==> src/rtl/ins_dec_pkg.sv <==
// Shared field-layout helpers for the instruction decoders.
// Every offset is derived from the register-select width.
package ins_dec_pkg;

    function automatic int unsigned imm_w(input int unsigned reg_w);
        return 2 * reg_w;
    endfunction

    function automatic int unsigned ins_w(input int unsigned reg_w);
        return 3 * reg_w + 3;
    endfunction

    function automatic int unsigned halt_pos(input int unsigned reg_w);
        return 3 * reg_w + 2;
    endfunction

    function automatic int unsigned sel_data_pos(input int unsigned reg_w);
        return 3 * reg_w + 1;
    endfunction

    function automatic int unsigned alu_op_pos(input int unsigned reg_w);
        return 3 * reg_w;
    endfunction

    function automatic int unsigned sel_w_lo(input int unsigned reg_w);
        return 2 * reg_w;
    endfunction

    function automatic int unsigned sel_a_lo(input int unsigned reg_w);
        return reg_w;
    endfunction

endpackage

==> src/rtl/ins_fields.sv <==
// Combinational field extraction and write-enable derivation for one instruction word.
// Shared between the combinational decoder and the pipelined decode stage.
module ins_fields
    import ins_dec_pkg::*;
#(
    parameter int unsigned REG_W = 2,
    localparam int unsigned IMM_W = imm_w(REG_W),
    localparam int unsigned INS_W = ins_w(REG_W)
) (
    input  logic [INS_W-1:0] ins_i,
    output logic             halt_o,
    output logic             sel_data_o,
    output logic             alu_op_o,
    output logic             write_en_o,
    output logic [REG_W-1:0] sel_w_o,
    output logic [REG_W-1:0] sel_a_o,
    output logic [REG_W-1:0] sel_b_o,
    output logic [IMM_W-1:0] imm_o
);

    localparam int unsigned HaltBit    = halt_pos(REG_W);
    localparam int unsigned SelDataBit = sel_data_pos(REG_W);
    localparam int unsigned AluOpBit   = alu_op_pos(REG_W);
    localparam int unsigned SelWLo     = sel_w_lo(REG_W);
    localparam int unsigned SelALo     = sel_a_lo(REG_W);

    always_comb begin
        halt_o     = ins_i[HaltBit];
        sel_data_o = ins_i[SelDataBit];
        alu_op_o   = ins_i[AluOpBit];
        sel_w_o    = ins_i[SelWLo +: REG_W];
        sel_a_o    = ins_i[SelALo +: REG_W];
        sel_b_o    = ins_i[0 +: REG_W];
        imm_o      = ins_i[0 +: IMM_W];
        // sel_data & alu_op together encode a no-writeback instruction
        write_en_o = ~(sel_data_o & alu_op_o) & ~halt_o;
    end

endmodule

==> src/rtl/ins_dec_pipe.sv <==
// Registered decode stage: valid/ready output register, one-cycle RAW bubble,
// halt/resume latch and retired-instruction counter around ins_fields.
module ins_dec_pipe
    import ins_dec_pkg::*;
#(
    parameter int unsigned REG_W           = 2,
    parameter bit          STALL_ON_HAZARD = 1'b1,
    parameter int unsigned CNT_W           = 8,
    localparam int unsigned IMM_W = imm_w(REG_W),
    localparam int unsigned INS_W = ins_w(REG_W)
) (
    input  logic             clk,
    input  logic             rst_n,
    input  logic             in_valid,
    output logic             in_ready,
    input  logic [INS_W-1:0] INS,
    output logic             out_valid,
    input  logic             out_ready,
    output logic             sel_data,
    output logic             write_en,
    output logic             alu_op,
    output logic [REG_W-1:0] SEL_A,
    output logic [REG_W-1:0] SEL_B,
    output logic [REG_W-1:0] SEL_W,
    output logic [IMM_W-1:0] IMM,
    output logic             halt,
    output logic             halted,
    input  logic             resume,
    output logic             hazard_stall,
    output logic [CNT_W-1:0] ICNT
);

    logic             f_halt, f_sel_data, f_alu_op, f_write_en;
    logic [REG_W-1:0] f_sel_w, f_sel_a, f_sel_b;
    logic [IMM_W-1:0] f_imm;

    ins_fields #(
        .REG_W(REG_W)
    ) u_fields (
        .ins_i     (INS),
        .halt_o    (f_halt),
        .sel_data_o(f_sel_data),
        .alu_op_o  (f_alu_op),
        .write_en_o(f_write_en),
        .sel_w_o   (f_sel_w),
        .sel_a_o   (f_sel_a),
        .sel_b_o   (f_sel_b),
        .imm_o     (f_imm)
    );

    logic             out_valid_q, out_valid_d;
    logic             sel_data_q, sel_data_d;
    logic             write_en_q, write_en_d;
    logic             alu_op_q, alu_op_d;
    logic             halt_q, halt_d;
    logic [REG_W-1:0] sel_a_q, sel_a_d;
    logic [REG_W-1:0] sel_b_q, sel_b_d;
    logic [REG_W-1:0] sel_w_q, sel_w_d;
    logic [IMM_W-1:0] imm_q, imm_d;
    logic             halted_q, halted_d;
    logic [REG_W-1:0] prev_w_q, prev_w_d;
    logic             prev_we_q, prev_we_d;
    logic [CNT_W-1:0] icnt_q, icnt_d;

    logic adv, raw_hit, stall_now, accept;

    always_comb begin
        adv       = ~out_valid_q | out_ready;
        raw_hit   = (f_sel_a == prev_w_q) | (f_sel_b == prev_w_q);
        // Immediate loads read no registers, so they never hit a hazard
        stall_now = STALL_ON_HAZARD & in_valid & adv & prev_we_q & ~f_sel_data & raw_hit;
        in_ready     = adv & ~halted_q & ~stall_now;
        hazard_stall = stall_now;
        accept       = in_valid & in_ready;
    end

    always_comb begin
        out_valid_d = out_valid_q;
        sel_data_d  = sel_data_q;
        write_en_d  = write_en_q;
        alu_op_d    = alu_op_q;
        halt_d      = halt_q;
        sel_a_d     = sel_a_q;
        sel_b_d     = sel_b_q;
        sel_w_d     = sel_w_q;
        imm_d       = imm_q;
        halted_d    = halted_q;
        prev_w_d    = prev_w_q;
        prev_we_d   = prev_we_q;
        icnt_d      = icnt_q;

        if (adv) begin
            out_valid_d = accept;
            if (accept) begin
                sel_data_d = f_sel_data;
                write_en_d = f_write_en;
                alu_op_d   = f_alu_op;
                halt_d     = f_halt;
                sel_a_d    = f_sel_a;
                sel_b_d    = f_sel_b;
                sel_w_d    = f_sel_w;
                imm_d      = f_imm;
            end else begin
                // Never leave a stale write strobe on an empty slot
                write_en_d = 1'b0;
                halt_d     = 1'b0;
            end
        end

        if (stall_now || (accept && f_halt)) begin
            prev_w_d  = '0;
            prev_we_d = 1'b0;
        end else if (accept) begin
            prev_w_d  = f_sel_w;
            prev_we_d = f_write_en;
        end

        if (accept && f_halt) begin
            halted_d = 1'b1;
        end else if (halted_q && resume) begin
            halted_d = 1'b0;
        end

        if (accept && !f_halt) begin
            icnt_d = icnt_q + 1'b1;
        end
    end

    always_ff @(posedge clk) begin
        if (!rst_n) begin
            out_valid_q <= 1'b0;
            sel_data_q  <= 1'b0;
            write_en_q  <= 1'b0;
            alu_op_q    <= 1'b0;
            halt_q      <= 1'b0;
            sel_a_q     <= '0;
            sel_b_q     <= '0;
            sel_w_q     <= '0;
            imm_q       <= '0;
            halted_q    <= 1'b0;
            prev_w_q    <= '0;
            prev_we_q   <= 1'b0;
            icnt_q      <= '0;
        end else begin
            out_valid_q <= out_valid_d;
            sel_data_q  <= sel_data_d;
            write_en_q  <= write_en_d;
            alu_op_q    <= alu_op_d;
            halt_q      <= halt_d;
            sel_a_q     <= sel_a_d;
            sel_b_q     <= sel_b_d;
            sel_w_q     <= sel_w_d;
            imm_q       <= imm_d;
            halted_q    <= halted_d;
            prev_w_q    <= prev_w_d;
            prev_we_q   <= prev_we_d;
            icnt_q      <= icnt_d;
        end
    end

    assign out_valid = out_valid_q;
    assign sel_data  = sel_data_q;
    assign write_en  = write_en_q;
    assign alu_op    = alu_op_q;
    assign halt      = halt_q;
    assign SEL_A     = sel_a_q;
    assign SEL_B     = sel_b_q;
    assign SEL_W     = sel_w_q;
    assign IMM       = imm_q;
    assign halted    = halted_q;
    assign ICNT      = icnt_q;

endmodule

==> config.mk <==
export PLATFORM = sky130hd
export DESIGN_NAME = ins_dec_pipe
export DESIGN_NICKNAME = d
export VERILOG_FILES = /design/src/rtl/ins_dec_pkg.sv /design/src/rtl/ins_fields.sv /design/src/rtl/ins_dec_pipe.sv
export SDC_FILE = /design/constraint.sdc
export NUM_CORES = 1
export LEC_CHECK = 0
export ABC_AREA = 1
export CAP_MARGIN = 20
export CORE_UTILIZATION = 54
export DETAILED_ROUTE_END_ITERATION = 8
export DONT_BUFFER_PORTS = 1
export GPL_TIMING_DRIVEN = 0
export PLACE_DENSITY_LB_ADDON = 0.3
export SYNTH_ARGS = -nofsm -noshare
export SYNTH_HDL_FRONTEND = slang
export SYNTH_SLANG_ARGS = --single-unit
==> constraint.sdc <==
create_clock -name clk -period 1.26 [get_ports clk]
set_input_delay 0.252 -clock clk [delete_from_list [all_inputs] [get_ports clk]]
set_output_delay 0.252 -clock clk [all_outputs]
set_load 0.05 [all_outputs]
Word level (Yosys, flattened, before mapping)
Index checks and enable logic that the tools add are counted.
Storage, ports and cells
  flip-flop bits (word level): 27
  input port bits: 14
  output and inout bits: 26
  word-level logic and storage cells: 46
Cells by class
  multiplexer cells: 4
  reductions and logical operators: 8
  eq/ne operators: 2
  $add $sub $neg: 1
  bitwise operators: 18
Operators by type and width (number)
  bitwise AND 1 bit: 9
  adder 8 x 1 -> 8 bit, second input constant: 1
  NOT 1 bit: 7
  == test 2 bit: 2
  2-to-1 mux 1 bit: 4
  logical AND 1 bit: 3
  OR 1 bit: 2
  AND reduction 2 bit: 1
  nonzero test 2 bit: 1
  OR reduction 2 bit: 1
  logical NOT 1 bit: 1
  logical OR 1 bit: 1

Longest topological paths before layout
Gate-level depths: netlist of the first run.
  depth after elaboration: 12
  mapped depth: 12
  mapped depth without buffers: 12

Hierarchy
Synthesis of the first run repeated with hierarchy kept, for this count alone.
Unflattened totals
  cell total of the unflattened synthesis: 187
  area, all modules: 1382.6 sq um
By module, submodules not included
  ins_dec_pipe: area an instance 1276.2 sq um, seq. area each 540.5 sq um, cells each 173, instances 1
  ins_fields: area an instance 106.4 sq um, seq. area each 0.0 sq um, cells each 14, instances 1

Worst setup path before layout of the first run
OpenSTA, ideal clock, no wires.
  path kind: register -> register
  start point: register out_valid_q (netlist: out_valid)
  end point: register icnt_q[7] (netlist: ICNT[7])
  required time: 1.189 ns
  clock period less this slack: 2.317 ns
  stages on the path, launching flop included: 7
  arrival time: 2.246 ns
  setup slack: -1.057 ns
  path buffers: 0
  library setup time: 0.071 ns
  cells stage by stage: dfxtp_1 inv_1 nor2_1 nor3_2 a21oi_1 nand4_1 a21oi_1
Between the ends
  cells in the longest elaborated chain, start to end: 10
  elaborated cells on any way between the ends: 11
  classes of those cells: bitwise (10); reduce/logical (1)
Ends and longest elaborated chain
  start: declaration: line ins_dec_pipe.sv:51  | logic out_valid_q, out_valid_d;
  start signal: assignment: line ins_dec_pipe.sv:145  | out_valid_q <= out_valid_d;
  NOT 1 bit (*): line ins_dec_pipe.sv:68  | adv = ~out_valid_q | out_ready;
  OR 1 bit (*): line ins_dec_pipe.sv:68
  bitwise AND 1 bit (4 in series): line ins_dec_pipe.sv:71  | stall_now = STALL_ON_HAZARD & in_valid & adv & prev_we_q & ~f_sel_data & raw_hit;
  NOT 1 bit: line ins_dec_pipe.sv:72  | in_ready = adv & ~halted_q & ~stall_now;
  bitwise AND 1 bit (*): line ins_dec_pipe.sv:72
  net in_ready: line ins_dec_pipe.sv:15  | output logic in_ready,
  bitwise AND 1 bit (*): line ins_dec_pipe.sv:74  | accept = in_valid & in_ready;
  logical AND 1 bit (*): line ins_dec_pipe.sv:124  | if (accept && !f_halt) begin
  end signal: assignment: line ins_dec_pipe.sv:157  | icnt_q <= icnt_d;
  end: declaration: line ins_dec_pipe.sv:63  | logic [CNT_W-1:0] icnt_q, icnt_d;
The timed path passes the listed nets; every way through them passes the cells marked *.
A chain may end at the register's enable or synchronous reset.

Worst setup path after layout of the first run
  start point: register out_valid_q (netlist: out_valid)
  end point: output in_ready
Between the ends
  cells in the longest elaborated chain, start to end: 8
  elaborated cells on any way between the ends: 9
  classes of those cells: bitwise (9)
Ends and longest elaborated chain (line)
  NOT 1 bit (*): ins_dec_pipe.sv:68
  OR 1 bit (*): ins_dec_pipe.sv:68
  bitwise AND 1 bit (4 in series): ins_dec_pipe.sv:71
  NOT 1 bit: ins_dec_pipe.sv:72
  bitwise AND 1 bit (*): ins_dec_pipe.sv:72
  end: declaration: ins_dec_pipe.sv:15
Mark *: on every way between the ends. The rest lies on a longest branch, timed or not.

==> impl_metrics.csv, run 1 <==
group,metric,value,unit
outcome,status,"complete, but fails checks",
outcome,violations,"negative setup slack",
global_routing,grt_pass1_wl,3167,µm
sta,finalSetupTns,-6.346,ns
global_routing,grt_max_degree,13,
critical_path,critPathArrivalTime,1.50,ns
final_layout,antenna_cells,0,
placed_design,gp_congestion,0.7366,
power_and_ir_drop,power,1.562,mW
clock_tree,cts.sinks,23,
final_layout,multi_input_area,685.7,µm²
final_layout,num-fill-cells,140,
final_layout,synthToLayoutAreaGrowth,31.20,%
sta,setup_violations,25,
final_layout,final_util,75.32,%
routing,vias,1064,
placed_design,dp_hpwl,1780,µm
clock_tree,cts_tree,"done",
power_and_ir_drop,combPwrFrac,20.6,%
logic_synthesis,avgSynthCellArea,6.924,µm²
power_and_ir_drop,switchingPower,0.5577,mW
sta,skew,0.005354,ns
routing,drtIter0Drc,16,
logic_synthesis,synth_seq_cells,23,
die,coreArea,1942,µm²
sta,finalCritPeriodShare,139.0,%
sta,fin_crit,1.751,ns
power_and_ir_drop,seq_power_share,57.8,%
die,rows,16,
die,die_h,47.44,µm
power_and_ir_drop,swShare,35.70,%
die,start_util,57.41,%
global_routing,grt_pass1_vias,815,
logic_synthesis,syn-cell-area,1115,µm²
routing,wirelength,2670,µm
routing,firstDrtPassIters,4,
power_and_ir_drop,p_int,1.005,mW
die,dieArea,2250,µm²
clock_tree,cts_inserted_buffers,3,
sta,slew_headroom,52.02,%
power_and_ir_drop,p_leak,0.6300,nW
critical_path,required,1.01,ns
min_path,hold_class,"primary input to flop",
clock_tree,clock_latency,0.30,ns
sta,whs,0.04585,ns
sta,drv_slew,0,
global_routing,antenna_found_initial,0,
power_and_ir_drop,clkPwrFrac,21.6,%
sta,rsz0062_at_grt,"true",
clock_tree,cts_hold_buffers,0,
routing,wl_per_cell,13.48,µm
clock_tree,cts.reportedPaths.clkPinSlew,0.13,ns
power_and_ir_drop,p_per_area,1068,nW/µm²
routing,avgViaCountPerCell,5.374,
sta,tightest_slew,0.7197,ns
job,maxCapViolCount,0,
sta,fin_ws,-0.4909,ns
logic_synthesis,ys_warn_count,0,
critical_path,crit_fanout,5,
final_layout,final_nets,187,
critical_path,worst_setup_path_end_kind,"output port",
die,ioPinCount,40,
routing,ant_nets,0,
logic_synthesis,post_synth_num_cell_types,21,
clock_tree,htree_levels,1,
clock_tree,clockBufferDepth,2,
critical_path,start_kind,"flop",
clock_tree,cts_root_buf,"clkbuf_4",
global_routing,overflow,0,
sta,fmax,0.5711,GHz
die,die-width,47.44,µm
final_layout,drive_above_1_share,42.69,%
sta,final_hold_viol_count,0,
routing,drc_errors,0,
global_routing,grtUsageTotal,20.24,%
logic_synthesis,syn_inst,161,
logic_synthesis,syn_nets,176,
placed_design,portBuffers,0,
final_layout,fin_area,1463,µm²
placed_design,postPlaceCellArea,1211,µm²
power_and_ir_drop,ir_drop,0.6059,mV
logic_synthesis,yosysSeqAreaShare,41.30,%
critical_path,path_class,"flop to output port",
final_layout,seq_area,500.5,µm²
==> power by group through the flow <==
stage               Sequential, mW  Combinational (mW)  Clock (mW)
detailed placement           0.913               0.237           0
global route                 0.908               0.346       0.366
global placement             0.911               0.230           0
CTS                          0.895               0.240       0.339
finish                       0.903               0.322       0.338
floorplan                    0.905               0.206           0
==> cell type report <==
class                      instances  area share [%]
multi-input combinational        111           46.88
tap                               27           2.310
sequential                        23           34.22
timing repair buffer               5           3.593
buffer                             7           4.876
inverter                          20           5.902
timing repair inverter             1          0.4277
clock buffer                       4           1.796
==> timing repair <==
item                                    in CTS  in global routing
gates resized for setup                     13                 52
pin swaps                                    3                  7
gates cloned                                 0                  3
endpoints found under the hold margin        0                  0
endpoints found under the setup margin      33                 30
setup buffers                                1                  2
==> synth_stat cells <==
cell / instances / area, µm²
clkbuf_1: 1 / 3.750
nand3_1: 2 / 10.01
ha_1: 1 / 12.51
nand2_2: 1 / 6.260
o21a_1: 1 / 7.510
nor2_1: 17 / 63.81
nor3_2: 1 / 10.01
inv_1: 19 / 71.32
dfxtp_1: 23 / 460.4
a21oi_2: 1 / 8.760
o21bai_1: 2 / 15.01
nand3_2: 1 / 10.01
nand4_2: 1 / 12.51
nand2_1: 58 / 217.7
inv_2: 1 / 3.750
buf_4: 4 / 30.03
buf_6: 2 / 22.52
a21oi_1: 16 / 80.08
xnor2_1: 3 / 26.28
nand4_1: 4 / 25.02
xor2_1: 2 / 17.52
==> stage by stage <==
step	worst slack, ns	cells
finish	-0.4909	198
global route	-0.5472	198
CTS	-0.4967	193
detailed placement	-0.3266	188
global placement	-0.2728	188
floorplan	-0.1806	161
==> metal layers <==
| metal | global-route usage (%) | up-vias | part of all wire [%] | wire, µm |
|---|---|---|---|---|
| li1 | - | 517 | - | - |
| met1 | 19.06 | 515 | 38 | 1003 |
| met2 | 42.19 | 28 | 57 | 1530 |
| met3 | 6.038 | 4 | 4.3 | 114 |
| met4 | 3.429 | 0 | 0.79 | 21 |
| met5 | 0 | - | 0 | 0 |
==> worst max-delay path, stage by stage, from the launching register on <==
cell	delay [ns]
dfxtp_4	0.47
inv_4	0.05
nor2_4	0.18
nor3_4	0.08
a21oi_4	0.41
==> state kept, by name, summed over array words and instances, names as in the netlist <==
| name | cells |
|---|---|
| SEL_W | 2 |
| ICNT | 8 |
| SEL_B | 1 |
| SEL_A | 2 |
| write_en | 1 |
| prev_w_q | 2 |
| prev_we_q | 1 |
| IMM | 1 |
| halt | 1 |
| out_valid | 1 |
| sel_data | 1 |
| alu_op | 1 |
| halted | 1 |
==> final timing paths <==
path                   from   endpoint  slack, ns  cells past startpoint
setup / recovery  out_valid   in_ready      -0.49                      4
hold / removal        rst_n    ICNT[0]       0.05                      2
setup reg to reg  out_valid    ICNT[4]      -0.33                      6
hold reg to reg   prev_we_q  prev_we_q       0.55                      4
==> kinds of logic (layout without fill, tap and decap cells) <==
kind of cell | Yosys count | after routing | synth area share [%]
flops | 23 | 23 | 41.30
xor+xnor | 5 | 5 | 3.929
fa+ha+maj | 1 | 1 | 1.122
compound gates | 20 | 20 | 9.989
simple gates | 85 | 85 | 31.87
buf+inv | 27 | 37 | 11.78
==> layout by cell type (no fill, tap or decap), types with 2 or more instances in the layout <==
cell / Yosys / routed
a21oi_2: 1 / 12
clkbuf_1: 1 / 2
inv_1: 19 / 16
clkbuf_4: 0 / 3
inv_4: 0 / 2
nand2_1: 58 / 44
nor2_4: 0 / 3
nand2_4: 0 / 5
o21bai_1: 2 / 2
nand3_1: 2 / 2
nor2_2: 0 / 2
dfxtp_2: 0 / 11
xnor2_1: 3 / 3
a21oi_1: 16 / 4
nor2_1: 17 / 12
xor2_1: 2 / 2
dfxtp_1: 23 / 5
dfxtp_4: 0 / 7
nand4_1: 4 / 4
buf_6: 2 / 10
nand2_2: 1 / 10
No activity file was read; power rests on OpenSTA's default activity.
==> run 2: changes to the inputs <==
--- a/config.mk
+++ b/config.mk
@@ -6,7 +6,7 @@
 export NUM_CORES = 1
 export LEC_CHECK = 0
 export ABC_AREA = 1
-export CAP_MARGIN = 20
+export CAP_MARGIN = 30
 export CORE_UTILIZATION = 54
 export DETAILED_ROUTE_END_ITERATION = 8
 export DONT_BUFFER_PORTS = 1
==> results of run 2 <==
The final DEF is identical to that of run 1; final timing and power are the same.
==> run 3: changes to the inputs <==
--- a/config.mk
+++ b/config.mk
@@ -12,6 +12,7 @@
 export DONT_BUFFER_PORTS = 1
 export GPL_TIMING_DRIVEN = 0
 export PLACE_DENSITY_LB_ADDON = 0.3
+export SLEW_MARGIN = 30
 export SYNTH_ARGS = -nofsm -noshare
 export SYNTH_HDL_FRONTEND = slang
 export SYNTH_SLANG_ARGS = --single-unit
==> results of run 3 <==
The final DEF is identical to that of run 1; final timing and power are the same.
